<file path="src/rtl/frame_mem_pkg.sv">
// ----------------------------------------------------------------------------
// frame_mem_pkg
// Shared definitions for the frame RAM arbiter: display window size, RAM
// address width, arbiter state type and the buffered write-request record.
// ----------------------------------------------------------------------------
package frame_mem_pkg;

    localparam int unsigned WIN_W      = 256;
    localparam int unsigned WIN_H      = 256;
    localparam int unsigned ADDR_W     = 16;
    localparam int unsigned DEF_DATA_W = 4;

    // DISPLAY: RAM serves pixel fetches; DRAIN: RAM serves buffered writes.
    typedef enum logic {
        DISPLAY = 1'b0,
        DRAIN   = 1'b1
    } arb_state_t;

    typedef struct packed {
        logic [ADDR_W-1:0]     addr;
        logic [DEF_DATA_W-1:0] data;
    } wr_req_t;

endpackage

</file>
<file path="src/rtl/wr_req_fifo.sv">
// ----------------------------------------------------------------------------
// wr_req_fifo
// Single-clock circular FIFO holding pending RAM write requests.
// Pointers wrap modulo DEPTH (DEPTH must be a power of two, >= 2); the entry
// count is kept in its own register so full and empty are unambiguous.
//
// Ports:
//   i_clk        clock
//   i_rst        synchronous active-high reset, discards all entries
//   i_push       write i_push_data at the tail (ignored when full)
//   i_push_data  entry to store
//   i_pop        drop the head entry (ignored when empty)
//   o_head       current head entry
//   o_count      number of stored entries, 0..DEPTH
//   o_full       count == DEPTH
//   o_empty      count == 0
// ----------------------------------------------------------------------------
module wr_req_fifo #(
    parameter type         ENTRY_T = frame_mem_pkg::wr_req_t,
    parameter int unsigned DEPTH   = 8,
    localparam int unsigned PTR_W  = $clog2(DEPTH),
    localparam int unsigned CNT_W  = PTR_W + 1
) (
    input  logic             i_clk,
    input  logic             i_rst,
    input  logic             i_push,
    input  ENTRY_T           i_push_data,
    input  logic             i_pop,
    output ENTRY_T           o_head,
    output logic [CNT_W-1:0] o_count,
    output logic             o_full,
    output logic             o_empty
);

    ENTRY_T             r_mem [DEPTH];
    logic [PTR_W-1:0]   r_wr_ptr;
    logic [PTR_W-1:0]   r_rd_ptr;
    logic [CNT_W-1:0]   r_count;
    logic               w_push;
    logic               w_pop;

    assign o_full  = (r_count == CNT_W'(DEPTH));
    assign o_empty = (r_count == '0);
    assign o_count = r_count;
    assign o_head  = r_mem[r_rd_ptr];

    assign w_push  = i_push && !o_full;
    assign w_pop   = i_pop && !o_empty;

    always_ff @(posedge i_clk) begin
        if (i_rst) begin
            r_wr_ptr <= '0;
            r_rd_ptr <= '0;
            r_count  <= '0;
        end else begin
            if (w_push) begin
                r_wr_ptr <= r_wr_ptr + PTR_W'(1);
            end
            if (w_pop) begin
                r_rd_ptr <= r_rd_ptr + PTR_W'(1);
            end
            // Simultaneous push and pop leaves the count unchanged.
            case ({w_push, w_pop})
                2'b10:   r_count <= r_count + CNT_W'(1);
                2'b01:   r_count <= r_count - CNT_W'(1);
                default: r_count <= r_count;
            endcase
        end
    end

    // Storage needs no reset: entries are only visible through the pointers.
    always_ff @(posedge i_clk) begin
        if (w_push && !i_rst) begin
            r_mem[r_wr_ptr] <= i_push_data;
        end
    end

endmodule

</file>
<file path="src/rtl/frame_mem_arbiter.sv">
// ----------------------------------------------------------------------------
// frame_mem_arbiter
// Shares the single-port 256x256 frame RAM between the VGA pixel fetch and
// buffered game-logic writes. Inside the display window the RAM is read at
// the current pixel address; outside it, queued writes drain one per cycle.
// All RAM-side outputs are registered (1 cycle latency).
//
// Ports:
//   CLK, RESET        clock, synchronous active-high reset
//   DrawX, DrawY      current VGA pixel column / row
//   wr_valid/addr/data  write offer from game logic
//   wr_ready          FIFO has room; transfer on wr_valid && wr_ready
//   mem_address_out   RAM address
//   mem_we, mem_wdata RAM write enable / data
//   pix_valid         mem_address_out is a display fetch this cycle
//   fifo_level        pending write count
//   overflow          sticky: write offered while FIFO was full
// ----------------------------------------------------------------------------
module frame_mem_arbiter #(
    parameter int unsigned DATA_W     = frame_mem_pkg::DEF_DATA_W,
    parameter int unsigned FIFO_DEPTH = 8,
    parameter int unsigned WIN_W      = frame_mem_pkg::WIN_W,
    parameter int unsigned WIN_H      = frame_mem_pkg::WIN_H,
    localparam int unsigned LVL_W     = $clog2(FIFO_DEPTH) + 1
) (
    input  logic                              CLK,
    input  logic                              RESET,
    input  logic [9:0]                        DrawX,
    input  logic [9:0]                        DrawY,
    input  logic                              wr_valid,
    input  logic [frame_mem_pkg::ADDR_W-1:0]  wr_addr,
    input  logic [DATA_W-1:0]                 wr_data,
    output logic                              wr_ready,
    output logic [frame_mem_pkg::ADDR_W-1:0]  mem_address_out,
    output logic                              mem_we,
    output logic [DATA_W-1:0]                 mem_wdata,
    output logic                              pix_valid,
    output logic [LVL_W-1:0]                  fifo_level,
    output logic                              overflow
);

    import frame_mem_pkg::*;

    // Entry record sized by this instance's DATA_W.
    typedef struct packed {
        logic [ADDR_W-1:0] addr;
        logic [DATA_W-1:0] data;
    } req_t;

    arb_state_t         r_state;
    arb_state_t         w_next_state;
    logic               w_in_win;

    logic [ADDR_W-1:0]  r_addr;
    logic               r_we;
    logic [DATA_W-1:0]  r_wdata;
    logic               r_overflow;

    logic [ADDR_W-1:0]  w_nxt_addr;
    logic               w_nxt_we;
    logic [DATA_W-1:0]  w_nxt_wdata;

    logic               w_push;
    logic               w_pop;
    req_t               w_push_req;
    req_t               w_head;
    logic [LVL_W-1:0]   w_count;
    logic               w_full;
    logic               w_empty;

    // ------------------------------------------------------------------
    // Window compare and write-side handshake
    // ------------------------------------------------------------------
    assign w_in_win   = (32'(DrawX) < WIN_W) && (32'(DrawY) < WIN_H);

    assign wr_ready   = !w_full;
    assign w_push     = wr_valid && wr_ready;
    assign w_push_req = '{addr: wr_addr, data: wr_data};

    wr_req_fifo #(
        .ENTRY_T (req_t),
        .DEPTH   (FIFO_DEPTH)
    ) u_fifo (
        .i_clk       (CLK),
        .i_rst       (RESET),
        .i_push      (w_push),
        .i_push_data (w_push_req),
        .i_pop       (w_pop),
        .o_head      (w_head),
        .o_count     (w_count),
        .o_full      (w_full),
        .o_empty     (w_empty)
    );

    // ------------------------------------------------------------------
    // State register: the registered form of the window flag
    // ------------------------------------------------------------------
    always_ff @(posedge CLK) begin
        if (RESET) begin
            r_state <= DRAIN;
        end else begin
            r_state <= w_next_state;
        end
    end

    always_comb begin
        w_next_state = w_in_win ? DISPLAY : DRAIN;
    end

    // ------------------------------------------------------------------
    // Output decode. Because the RAM outputs are registered, they are
    // decoded from the state being entered, so the registered outputs and
    // r_state always describe the same cycle. The pop therefore follows
    // the current window flag and never collides with a display fetch.
    // ------------------------------------------------------------------
    always_comb begin
        w_pop       = 1'b0;
        w_nxt_addr  = '0;
        w_nxt_we    = 1'b0;
        w_nxt_wdata = '0;
        case (w_next_state)
            DISPLAY: begin
                // x + 256*y within the 256x256 frame
                w_nxt_addr = {DrawY[7:0], DrawX[7:0]};
            end
            DRAIN: begin
                if (!w_empty) begin
                    w_pop       = 1'b1;
                    w_nxt_addr  = w_head.addr;
                    w_nxt_we    = 1'b1;
                    w_nxt_wdata = w_head.data;
                end
            end
            default: begin
            end
        endcase
    end

    always_ff @(posedge CLK) begin
        if (RESET) begin
            r_addr     <= '0;
            r_we       <= 1'b0;
            r_wdata    <= '0;
            r_overflow <= 1'b0;
        end else begin
            r_addr  <= w_nxt_addr;
            r_we    <= w_nxt_we;
            r_wdata <= w_nxt_wdata;
            if (wr_valid && !wr_ready) begin
                r_overflow <= 1'b1;
            end
        end
    end

    assign mem_address_out = r_addr;
    assign mem_we          = r_we;
    assign mem_wdata       = r_wdata;
    assign pix_valid       = (r_state == DISPLAY);
    assign fifo_level      = w_count;
    assign overflow        = r_overflow;

endmodule

</file>
<file path="config.mk">
export PLATFORM = sky130hd
export DESIGN_NAME = frame_mem_arbiter
export DESIGN_NICKNAME = d
export VERILOG_FILES = /design/src/rtl/frame_mem_pkg.sv /design/src/rtl/wr_req_fifo.sv /design/src/rtl/frame_mem_arbiter.sv
export SDC_FILE = /design/constraint.sdc
export NUM_CORES = 1
export LEC_CHECK = 0
export ABC_CLOCK_PERIOD_IN_PS = 6850
export CORE_MARGIN = 2
export CORE_UTILIZATION = 40
export CTS_CLUSTER_DIAMETER = 30
export DETAILED_ROUTE_END_ITERATION = 6
export DONT_BUFFER_PORTS = 1
export PLACE_DENSITY = 0.51
export SYNTH_ARGS = -nofsm -noshare
export SYNTH_HDL_FRONTEND = slang
export SYNTH_SLANG_ARGS = --single-unit
</file>
<file path="constraint.sdc">
create_clock -name CLK -period 6.85 [get_ports CLK]
set_input_delay 0.3425 -clock CLK [delete_from_list [all_inputs] [get_ports CLK]]
set_output_delay 0.3425 -clock CLK [all_outputs]
set_load 0.01 [all_outputs]
</file>
Word level (Yosys, flattened, before mapping)
Memories as Yosys holds them, arrays and structs flattened. A register that Yosys moved wholly into a read port is not among the register bits.
Index checks and enable logic that the tools add are counted.
{ "word_totals": {"reg_bits": 33, "ramBits": 160, "input_bits": 43, "n_memories": 1} }
{ "memory_table": {"columns": ["name", "words", "width", "read_ports", "rd_ports_with_merged_regs", "write_ports", "line", "rtl"], "rows": [
  ["u_fifo.r_mem", 8, 20, 1, 1, 1, "wr_req_fifo.sv:35", "ENTRY_T r_mem [DEPTH];"]
]} }
{ "op_classes": {"n_addsub": 4, "n_lt_le_gt_ge": 2, "eq_ne": 3, "n_mux": 10, "n_bitwise": 1, "reduce_logical": 12} }
{ "op_table": {"columns": ["op", "n"], "rows": [
  ["16-bit case mux with 2 select lines", 1],
  ["10-bit by 9-bit < comparator with 1-bit output (second input constant)", 2],
  ["16-bit 2-to-1 mux", 1],
  ["4-bit case mux with 2 select lines", 1],
  ["3-bit by 1-bit adder with 3-bit output (second input constant)", 2],
  ["1-bit logical AND", 6],
  ["3-bit 2-to-1 mux", 2],
  ["1-bit 2-to-1 mux", 5],
  ["4-bit by 1-bit adder with 4-bit output (second input constant)", 1],
  ["4-bit equality test (second input constant)", 1],
  ["4-bit logical NOT", 1],
  ["4-bit by 1-bit subtractor with 4-bit output (second input constant)", 1],
  ["1-bit logical NOT", 3],
  ["3-bit OR reduction", 1],
  ["2-bit by 1-bit equality test with 1-bit output (second input constant)", 1],
  ["2-bit equality test (second input constant)", 1],
  ["2-bit nonzero test", 1],
  ["1-bit inverter", 1]
]} }

Longest topological paths before layout
{ "logic_depth": {"word_depth": 7, "depth_mapped": 11, "mapped_depth_nobuf": 9} }

By module
A second synthesis with hierarchy kept.
{ "unflattened": {"hier_cells": 398, "area_unflattened_um2": 7813.7} }
{ "modules_own_cells": {"columns": ["mod", "n_inst", "cells_per_inst", "area_each_um2", "seq_area_each_um2"], "rows": [
  ["wr_req_fifo", 1, 306, 6811.5, 5064.9],
  ["frame_mem_arbiter", 1, 92, 1002.2, 460.4]
]} }

Worst setup path after synthesis
Ideal clock, no wire load.
{ "synth_path": {"kind": "register -> register", "start": "register u_fifo.r_count[2] (netlist: u_fifo.o_count[2])", "end": "memory u_fifo.r_mem[2][0] (netlist name), enable pin", "setup_ns": 0.455, "arrival_ns": 3.310, "t_required_ns": 6.395, "slack_ns": 3.085, "stages_incl_launch_ff": 6, "synth_period_minus_slack_ns": 3.765, "path_cell_list": "dfxtp_1 > or4b_4 > buf_6 > nand2_1 > or2_2 > nor4b_1"} }
{ "synth_via": {"elab_chain_len": 7} }
{ "synth_rtl": {"columns": ["item", "line", "rtl"], "rows": [
  ["from (decl)", "wr_req_fifo.sv:38", "logic [CNT_W-1:0] r_count;"],
  ["from (signal assigned)", "wr_req_fifo.sv:64", "2'b10: r_count <= r_count + CNT_W'(1);"],
  ["from (signal assigned)", "wr_req_fifo.sv:65", "2'b01: r_count <= r_count - CNT_W'(1);"],
  ["from (signal assigned)", "wr_req_fifo.sv:66", "default: r_count <= r_count;"],
  ["4-bit equality test *", "wr_req_fifo.sv:42", "assign o_full = (r_count == CNT_W'(DEPTH));"],
  ["1-bit logical NOT *", "frame_mem_arbiter.sv:76", "assign wr_ready = !w_full;"],
  ["via wr_ready", "frame_mem_arbiter.sv:33", "output logic wr_ready,"],
  ["1-bit logical AND", "frame_mem_arbiter.sv:77", "assign w_push = wr_valid && wr_ready;"],
  ["1-bit logical AND *", "wr_req_fifo.sv:47", "assign w_push = i_push && !o_full;"],
  ["1-bit logical AND *", "wr_req_fifo.sv:73", "if (w_push && !i_rst) begin"],
  ["1-bit 2-to-1 mux *", "wr_req_fifo.sv:73", null],
  ["1-bit 2-to-1 mux (implied by the code) *", "wr_req_fifo.sv:74", "r_mem[r_wr_ptr] <= i_push_data;"],
  ["to (decl)", "wr_req_fifo.sv:35", null]
]} }
The timed path passes the listed nets; every way through them passes the cells marked *.

Final worst setup path
{ "layout_path": {"start": "register u_fifo.r_count[0] (netlist: u_fifo.o_count[0])", "end": "register u_fifo.r_count[2] (netlist: u_fifo.o_count[2])"} }
{ "layout_via": {"elab_chain_len": 6, "elab_cells_between_ends": 15} }
{ "layout_rtl": {"columns": ["item", "line", "rtl"], "rows": [
  ["4-bit logical NOT or 4-bit equality test (tied branches)", "wr_req_fifo.sv:43, wr_req_fifo.sv:42", null],
  ["1-bit 2-to-1 mux or 1-bit logical NOT (tied branches)", "frame_mem_arbiter.sv:127, wr_req_fifo.sv:47, frame_mem_arbiter.sv:76", null],
  ["1-bit 2-to-1 mux or 1-bit logical AND (tied branches)", null, null],
  ["1-bit logical AND (on tied branches)", "wr_req_fifo.sv:48, wr_req_fifo.sv:47", null],
  ["2-bit by 1-bit equality test with 1-bit output or 2-bit equality test (tied branches)", "wr_req_fifo.sv:63", "case ({w_push, w_pop})"],
  ["4-bit case mux with 2 select lines or 2-bit nonzero test (tied branches)", null, null]
]} }
Several ways; a longest one is shown, not always the timed one.
A chain may end at the register's enable or synchronous reset.

==> flow_summary.ini <==
[final_layout]
fillers = 1518
fin_nets = 475
drive_gt1_share_pct = 22.7
diodes = 0
fin_cells = 670
design_area_sq_um = 8600
syn_to_final_growth_pct = 17.2

[route]
ant_nets = 0
first_pass_iters = 4
routed_via_density = 5.28
drt-initial-drc-count = 231
drcViolationCount = 0
num_vias = 3538
wl_microns = 14300
wl_per_cell_microns = 21.3

[global_route]
grt_use_total_pct = 15.3
antenna_found_initial = 0
grt_pass1_vias = 3752
grt_pass1_wl_microns = 21700
gr-total-overflow = 0
grt_max_degree = 41

[timing]
rsz0062_at_grt = no
hold_viol_final = 0
fin_skew_ns = 0.00625
drv_slew = 0
finalSetupTns_ns = 0
period_needed_ns = 3.05
timing.hold.ws_ns = 0.0285
worstMarginPinSlew_ns = 0.932
fmaxAchievable_mhz = 328
setup_viol = 0
post-route-period-util_pct = 44.5
slew_headroom_pct = 37.9

[floorplan]
dieWidth_microns = 139
die-area_sq_um = 19500
die_h_microns = 139
io_pins = 71
rows = 49
core_sq_um = 18000
initial_core_util_pct = 40.9

[worst_setup_path]
cp-end-kind = register
cp.required_ns = 7.20
worstPathArrival_ns = 3.40
start_kind = register
crit_path_max_fanout = 7
crit_type = reg -> reg

[synth]
syn_avg_cell_area_sq_um = 19.2
synth_top_cell_area_share_pct = 65.4
ys_types = 34
synth_simple_gate_area_share_pct = 4.75
syn_area_sq_um = 7340
synth_nets = 430
ys_async_sr_fraction_pct = 0
synth_top_family_by_area = multiplexers
synth_compound_area_share_pct = 1.82
synth-xor-area-share_pct = 0.477
post_synth_mux_area_share_pct = 15.6
synth_warnings = 0
yosys_most_used_dff = edfxtp_1
synth-seq-area-share_pct = 75.2
yosys-top-cells-area = edfxtp_1, mux4_2, dfxtp_1
synthCells = 383
synthAdderAreaFrac_pct = 0.682
ys_ff_latch = 196
synth_edf_count = 160
synth_top_cell_by_area = edfxtp_1

[pwr]
leakagePower_nw = 2.72
total_power_w = 0.00303
peakVddDrop_uv = 208
powerDensity_nw_per_um2 = 353

[clock_network]
clock-sinks = 196
clk_latency_ns = 0.42
hold_buffers = 24
clk_path_buf_depth = 2
numCtsBuffers = 17
cts.clk_slew.worst_paths_ns = 0.07
tritoncts = built
cts_root_buffer = clkbuf_16
ctsResizeCount = 0
h-tree-depth = 4
post-cts-setup-buffers = 0

[placed_design]
dp_hpwl_microns = 8050
placed_cells = 607
placed_area_sq_um = 7690
portBuffers = 0
place.gp.congestion = 0.725

[flow_run]
drv_cap = 0

[run_status]
outcome = completed

[hold_path]
hold_class = in -> reg
worst max-delay path: stages (launching register included):
cell	delay, ns
dfxtp_1	0.40
nor4_1	0.63
nor2_1	0.20
ha_1	0.35
xor2_1	0.17
ha_1	0.22
or4b_2	0.66
a31o_2	0.22
a21oi_1	0.13
worst paths after layout:
check / slack (ns) / to / from / depth (start not counted)
setup reg to reg: 3.80 / u_fifo.o_count[2] / u_fifo.o_count[0] / 8
setup / recovery: 3.80 / u_fifo.o_count[2] / u_fifo.o_count[0] / 8
hold / removal: 0.03 / mem_address_out[8] / DrawY[0] / 2
hold reg to reg: 0.50 / u_fifo.r_wr_ptr[0] / u_fifo.r_wr_ptr[0] / 2
Yosys cell counts, types with 2 or more instances:
library cell	n
xor2_1	2
xnor2_1	2
nor2_1	20
nor4_1	4
nand3_1	4
nor4b_1	4
nand2_1	20
mux2i_1	23
buf_6	2
a21oi_1	3
nor3b_1	3
o21ai_0	18
inv_1	4
nor2b_1	4
dfxtp_1	36
clkbuf_1	11
buf_2	5
ha_1	4
mux4_2	40
edfxtp_1	160
state kept, by name, indices dropped and copies added (netlist names), 3 cells and up, named ones only:
register	count
u_fifo.r_mem	160
mem_address_out	16
mem_wdata	4
u_fifo.o_count	4
u_fifo.r_rd_ptr	3
u_fifo.r_wr_ptr	3
cell type report:
| cell class | count | area, sq um | area share (%) |
|---|---|---|---|
| repair buffers | 45 | 415 | 4.83 |
| multi-input cells | 164 | 1750 | 20.4 |
| flip-flops and latches | 196 | 5530 | 64.3 |
| clock buffers | 17 | 425 | 4.94 |
| clock inverters | 15 | 180 | 2.09 |
| well taps | 229 | 287 | 3.33 |
| inverters | 4 | 15.0 | 0.175 |
power breakdown:
group	internal, W	switching [W]
logic	0.000284	0.000290
clock network	0.000579	0.000427
registers	0.00138	0.0000744
per-layer routing:
metal	part of all wire, %	track usage, %
met1	46	20.6
met2	49	24.1
met3	4.0	3.99
met4	1.3	5.58
met5	0	0
per-stage QoR:
step	worst slack, ns	utilization, %
after floorplan	3.08	-
after global placement	3.90	42.8
after detailed placement	3.76	42.8
after CTS	3.80	47.5
after global routing	3.57	47.9
final	3.80	47.9
cells by family (layout without fill, tap and decap cells):
kind of cell / after synthesis / in the layout
AOI/OAI and AO/OA: 24 / 24
DFF: 196 / 196
and+or+nand+nor: 68 / 68
buffers and inverters: 23 / 81
xor gates and xnor gates: 4 / 4
muxes: 64 / 64
adders and majority gates: 4 / 4
cell usage in the layout, fill, tap and decap left out, types with 2 or more instances in the layout:
master and instances:
buf_4 14, nor2_1 18, dfxtp_1 34, clkinvlp_4 3, o21ai_0 18, xnor2_1 2, nor3b_1 3, inv_6 2
edfxtp_1 160, clkbuf_16 17, inv_1 4, a21oi_1 3, bufinv_16 3, clkinv_2 3, nand3_1 4, ha_1 4
nand2_1 20, inv_8 2, nor4b_2 4, dlygate4sd3_1 31, nor2_2 2, dfxtp_2 2, xor2_1 2, mux2i_1 23
mux4_2 40, nor4_1 2, nor4_2 2, nor2b_1 4
Power figures use the tool's default switching activity.
